## config.mk

```make
export PLATFORM = sky130hd
export DESIGN_NAME = reg_file_ctrl
export DESIGN_NICKNAME = d
export VERILOG_FILES = /design/src/rtl/reg_file_ctrl_pkg.sv /design/src/rtl/reg_file_ctrl.sv
export SDC_FILE = /design/constraint.sdc
export NUM_CORES = 1
export LEC_CHECK = 0
export ABC_CLOCK_PERIOD_IN_PS = 1650
export CAP_MARGIN = 40
export CORE_ASPECT_RATIO = 1.4
export CORE_MARGIN = 3
export CORE_UTILIZATION = 38
export DETAILED_ROUTE_END_ITERATION = 12
export HOLD_SLACK_MARGIN = 0.12
export PLACE_DENSITY = 0.83
export SYNTH_ARGS = -nofsm -noshare
export SYNTH_HDL_FRONTEND = slang
export SYNTH_SLANG_ARGS = --single-unit
```

## constraint.sdc

```tcl
create_clock -name i_clk -period 1.65 [get_ports i_clk]
set_clock_uncertainty 0.15 [all_clocks]
set_input_delay 0.33 -clock i_clk [delete_from_list [all_inputs] [get_ports i_clk]]
set_output_delay 0.33 -clock i_clk [all_outputs]
set_load 0.01 [all_outputs]
```

## src/rtl/reg_file_ctrl_pkg.sv

```systemverilog
// Shared types and command codes for the register-file command controller.
// No logic here; consumed by reg_file_ctrl.
// No flow control of its own.
package reg_file_ctrl_pkg;

    // Controller states; IDLE is the only non-busy state.
    typedef enum logic [2:0] {
        ST_IDLE    = 3'd0,
        ST_WR_ADDR = 3'd1,
        ST_WR_DATA = 3'd2,
        ST_WR_EXEC = 3'd3,
        ST_RD_ADDR = 3'd4,
        ST_RD_EXEC = 3'd5,
        ST_TX_SEND = 3'd6
    } ctrl_state_t;

    // Frame command bytes; widened to the data width at the point of use.
    localparam logic [7:0] CMD_WRITE = 8'hAA;
    localparam logic [7:0] CMD_READ  = 8'hBB;

endpackage

```

## src/rtl/reg_file_ctrl.sv

```systemverilog
// Parses framed UART bytes into single-cycle register-file write/read strobes; returns read data.
// Latency: write strobe 1 cycle after data byte; read strobe 1 cycle after addr byte, tx valid 1 cycle later.
// Backpressure: o_tx_valid/o_tx_data held until i_tx_ready; rx bytes arriving while executing are dropped and flagged.
module reg_file_ctrl
    import reg_file_ctrl_pkg::*;
#(
    parameter int WIDTH     = 8,
    parameter int DEPTH     = 16,
    parameter int DEPTH_BUS = $clog2(DEPTH)
) (
    input  logic                 i_clk,
    input  logic                 i_rst,
    input  logic [WIDTH-1:0]     i_rx_data,
    input  logic                 i_rx_valid,
    output logic                 o_rf_write_enable,
    output logic                 o_rf_read_enable,
    output logic [DEPTH_BUS-1:0] o_rf_address,
    output logic [WIDTH-1:0]     o_rf_write_data,
    input  logic [WIDTH-1:0]     i_rf_read_data,
    input  logic                 i_rf_rd_valid,
    output logic [WIDTH-1:0]     o_tx_data,
    output logic                 o_tx_valid,
    input  logic                 i_tx_ready,
    output logic                 o_busy,
    output logic                 o_cmd_error
);

    // Command codes zero-extended to the byte width.
    localparam logic [WIDTH-1:0] CMD_WR_W = WIDTH'(CMD_WRITE);
    localparam logic [WIDTH-1:0] CMD_RD_W = WIDTH'(CMD_READ);

    ctrl_state_t          state_q, state_d;
    logic [DEPTH_BUS-1:0] addr_q,  addr_d;
    logic [WIDTH-1:0]     wdata_q, wdata_d;
    logic [WIDTH-1:0]     txd_q,   txd_d;
    logic                 err_q,   err_d;
    logic                 addr_ovf;

    // An address byte is out of range when any bit above the address field is set.
    assign addr_ovf = ((i_rx_data >> DEPTH_BUS) != '0);

    // Next-state, datapath capture and error decode from the registered state.
    always_comb begin
        state_d = state_q;
        addr_d  = addr_q;
        wdata_d = wdata_q;
        txd_d   = txd_q;
        err_d   = 1'b0;
        case (state_q)
            ST_IDLE: begin
                if (i_rx_valid) begin
                    if (i_rx_data == CMD_WR_W) begin
                        state_d = ST_WR_ADDR;
                    end else if (i_rx_data == CMD_RD_W) begin
                        state_d = ST_RD_ADDR;
                    end else begin
                        err_d = 1'b1;
                    end
                end
            end
            ST_WR_ADDR, ST_RD_ADDR: begin
                if (i_rx_valid) begin
                    // Address is latched even when rejected; only the strobe is suppressed.
                    addr_d = i_rx_data[DEPTH_BUS-1:0];
                    if (addr_ovf) begin
                        err_d   = 1'b1;
                        state_d = ST_IDLE;
                    end else if (state_q == ST_WR_ADDR) begin
                        state_d = ST_WR_DATA;
                    end else begin
                        state_d = ST_RD_EXEC;
                    end
                end
            end
            ST_WR_DATA: begin
                if (i_rx_valid) begin
                    wdata_d = i_rx_data;
                    state_d = ST_WR_EXEC;
                end
            end
            ST_WR_EXEC: begin
                err_d   = i_rx_valid;
                state_d = ST_IDLE;
            end
            ST_RD_EXEC: begin
                // A read the register file does not validate is reported, not transmitted.
                if (i_rf_rd_valid) begin
                    txd_d   = i_rf_read_data;
                    state_d = ST_TX_SEND;
                    err_d   = i_rx_valid;
                end else begin
                    err_d   = 1'b1;
                    state_d = ST_IDLE;
                end
            end
            ST_TX_SEND: begin
                err_d = i_rx_valid;
                if (i_tx_ready) begin
                    state_d = ST_IDLE;
                end
            end
            default: begin
                state_d = ST_IDLE;
            end
        endcase
    end

    // State and datapath registers; reset wins over any concurrent rx or tx event.
    always_ff @(posedge i_clk) begin
        if (i_rst) begin
            state_q <= ST_IDLE;
            addr_q  <= '0;
            wdata_q <= '0;
            txd_q   <= '0;
            err_q   <= 1'b0;
        end else begin
            state_q <= state_d;
            addr_q  <= addr_d;
            wdata_q <= wdata_d;
            txd_q   <= txd_d;
            err_q   <= err_d;
        end
    end

    // Strobes and status decode straight from the registered state, so they are one-hot by construction.
    assign o_rf_write_enable = (state_q == ST_WR_EXEC);
    assign o_rf_read_enable  = (state_q == ST_RD_EXEC);
    assign o_tx_valid        = (state_q == ST_TX_SEND);
    assign o_busy            = (state_q != ST_IDLE);
    assign o_rf_address      = addr_q;
    assign o_rf_write_data   = wdata_q;
    assign o_tx_data         = txd_q;
    assign o_cmd_error       = err_q;

endmodule
```

==> impl_metrics.yaml <==
yosys:
  synth-seq-cells: 24
  syn-cell-area_um2: 1130
  yosys_warnings: 0
  synth_nets: 146
  synth.area.top_cells: "dfxtp_1, mux2i_1, nand2_1"
  synth_top_cell_by_area: "dfxtp_1"
  synth.distinct_cells: 35
  synth_top_area_share_pct: 42.6
  syn_area_per_cell_um2: 9.03
  synth_cells: 125
  seq_area_frac_synth_pct: 42.6
detailed_routing:
  num_vias: 1191
  drc: 0
  totalWireLength_um: 3380
  wl_per_cell_um: 14.6
  ant_nets: 0
  drt_iter0_markers: 16
  viasPerCell: 5.13
  first_pass_iters: 4
cts:
  holdBufCountCts: 0
  cts_tree: "built"
  insertion_delay_ns: 0.31
  root_buffer: "clkbuf_4"
  cts_max_level: 1
  numCtsBuffers: 3
  clkTransAtPathRegs_ns: 0.13
  cts.sinks: 24
  cts_buffer_depth: 2
global_routing:
  grt_antenna_before_repair: 0
  grt_pass1_vias: 1212
  grt_max_degree: 14
  grt_use_total_pct: 18.7
  grt_pass1_wl_um: 5310
  grt-ovfl-total: 0
power:
  max-vdd-ir-drop_mv: 0.565
  powerDensity_nw_per_um2: 593
  finalPower_w: 0.00110
  p_leak_nw: 0.877
setup_path:
  startpoint: "state_q[2]"
  rr_startpoint: "state_q[2]"
  cp-end-kind: "register"
  cp-start-kind: "register"
  path_class: "register to register"
  critical_path.max_fanout: 6
  worstPathArrival_ns: 1.75
  required_ns: 1.75
cells_and_area:
  fin_area_um2: 1850
  seq_area_um2: 492
  drive_gt1_share_pct: 30.6
  antenna_cells: 0
  area_growth_pct: 63.9
  finalNonFillerCells: 232
  fillers: 225
  multi_input_area_um2: 627
  nets: 218
status:
  violations: "negative setup slack"
  status: "complete, but fails checks"
timing:
  fin_crit_sh_pct: 100
  hold_violations: 0
  setup_slack_ns: -0.000810
  rsz0062_at_grt: "yes"
  max_freq_mhz: 606
  slew_violations: 0
  worst_pin_slew_ns: 0.421
  period_needed_ns: 1.65
  relSlewSlack_pct: 71.8
  setup_viol: 1
place:
  dp_cells: 222
  gp_congestion: 0.938
  post-place-ws_ns: -0.476
  io_buffers: 45
  placedInstanceArea_um2: 1750
  dp_hpwl_um: 2460
floorplanning:
  rows: 22
  die_w_um: 52.1
  start_util_pct: 41.4
  core_um2: 2730
  io_pins: 46
  dieHeight_um: 70.5
  die-area_um2: 3670
min_path:
  min_from: "i_rx_data[7]"
  hp-class: "primary input to register"
job:
  cap_violations: 0
## cells in the mapped netlist
| library cell | number |
|---|---|
| nand4b_1 | 2 |
| clkbuf_1 | 3 |
| nor3b_1 | 1 |
| o31ai_1 | 1 |
| o311ai_0 | 1 |
| o31ai_2 | 1 |
| nor2_1 | 16 |
| nand3_1 | 1 |
| buf_6 | 3 |
| or4_4 | 1 |
| mux2i_1 | 12 |
| nand3b_1 | 2 |
| or3_1 | 1 |
| o21ba_1 | 1 |
| nor3_2 | 1 |
| o41ai_2 | 2 |
| a211oi_1 | 1 |
| and3_1 | 1 |
| a21o_1 | 1 |
| nor4b_1 | 1 |
| o22a_2 | 1 |
| buf_2 | 2 |
| nand2_1 | 18 |
| o21ai_0 | 2 |
| nor3b_2 | 1 |
| a311oi_1 | 1 |
| o21ai_1 | 2 |
| or3b_1 | 1 |
| nand2b_1 | 2 |
| xor2_1 | 2 |
| nor3_1 | 1 |
| dfxtp_1 | 24 |
| maj3_2 | 1 |
| inv_1 | 4 |
| a21oi_1 | 10 |
## per-stage QoR
step | util, % | hold slack, ns | setup TNS, ns
5_1_grt | 67.9 | 0.142 | -0.140
3_3_place_gp | 64.2 | 0.293 | -2.01
3_5_place_dp | 64.2 | 0.295 | -2.83
2_1_floorplan | - | 0.316 | 0
6_report | 67.9 | 0.154 | -0.000810
4_1_cts | 66.1 | 0.207 | 0
## cell usage in the layout (no fill, tap or decap), types with 5 or more instances in the layout
cell / instances
a21oi_1: 9
buf_2: 5
buf_4: 25
buf_6: 6
clkdlybuf4s50_1: 12
dfxtp_1: 21
dlygate4sd2_1: 23
mux2i_1: 11
nand2_1: 18
nor2_1: 16
## final cells by class
| type | count | area share, % |
|---|---|---|
| repair buffers | 75 | 34.3 |
| well taps | 36 | 2.44 |
| multi-input cells | 89 | 33.9 |
| inverters | 4 | 0.812 |
| flip-flops and latches | 24 | 26.6 |
| clock buffers | 4 | 1.96 |
## worst paths after layout
kind,depth (start not counted),end,slack (ns)
min reg2reg,2,o_tx_data[4],0.31
max,5,state_q[0],-0.0008
min,3,o_rf_write_data[7],0.15
max reg2reg,5,state_q[0],-0.0008
## layer usage
metal / GRT usage (%) / up-vias / part of all wire [%]
met5: 0 / - / 0
met4: 11.1 / 0 / 2.7
met3: 1.28 / 8 / 3.4
li1: - / 576 / -
met2: 34.4 / 42 / 56
met1: 19.6 / 565 / 38
## sequential cells by signal, summed over array words and instances, names as in the netlist
signal           flops
o_rf_address         4
o_cmd_error          1
state_q              3
o_rf_write_data      8
o_tx_data            8
## worst max-delay path, cell delays in order, from the launching register on
cell	delay, ns
dfxtp_4	0.39
buf_6	0.12
maj3_2	0.30
o22a_2	0.21
or3b_1	0.34
o21ai_1	0.08
## what timing repair did
action | 4_1_cts | 5_1_grt
setup buffers | 5 | 2
hold endpoints to repair | 0 | 0
pin swaps | 9 | 7
setup endpoints to repair | 36 | 14
resized for setup | 62 | 15
cloned | 0 | 0
## logic make-up after synthesis
| logic type | share of synthesized area (%) |
|---|---|
| xor+xnor | 1.55 |
| flops | 42.6 |
| buf+inv | 6.21 |
| compound gates | 15.5 |
| fa+ha+maj | 0.998 |
| mux | 10.6 |
| simple gates | 22.5 |
## report_power, final
| part | switching, W | leakage, nW | total [W] | internal, W |
|---|---|---|---|---|
| sequential | 0.00000706 | 0.196 | 0.000592 | 0.000584 |
| combinational | 0.0000840 | 0.660 | 0.000197 | 0.000113 |
| clock | 0.000173 | 0.0210 | 0.000308 | 0.000135 |
Note: power is estimated with default switching activity, not from simulation.
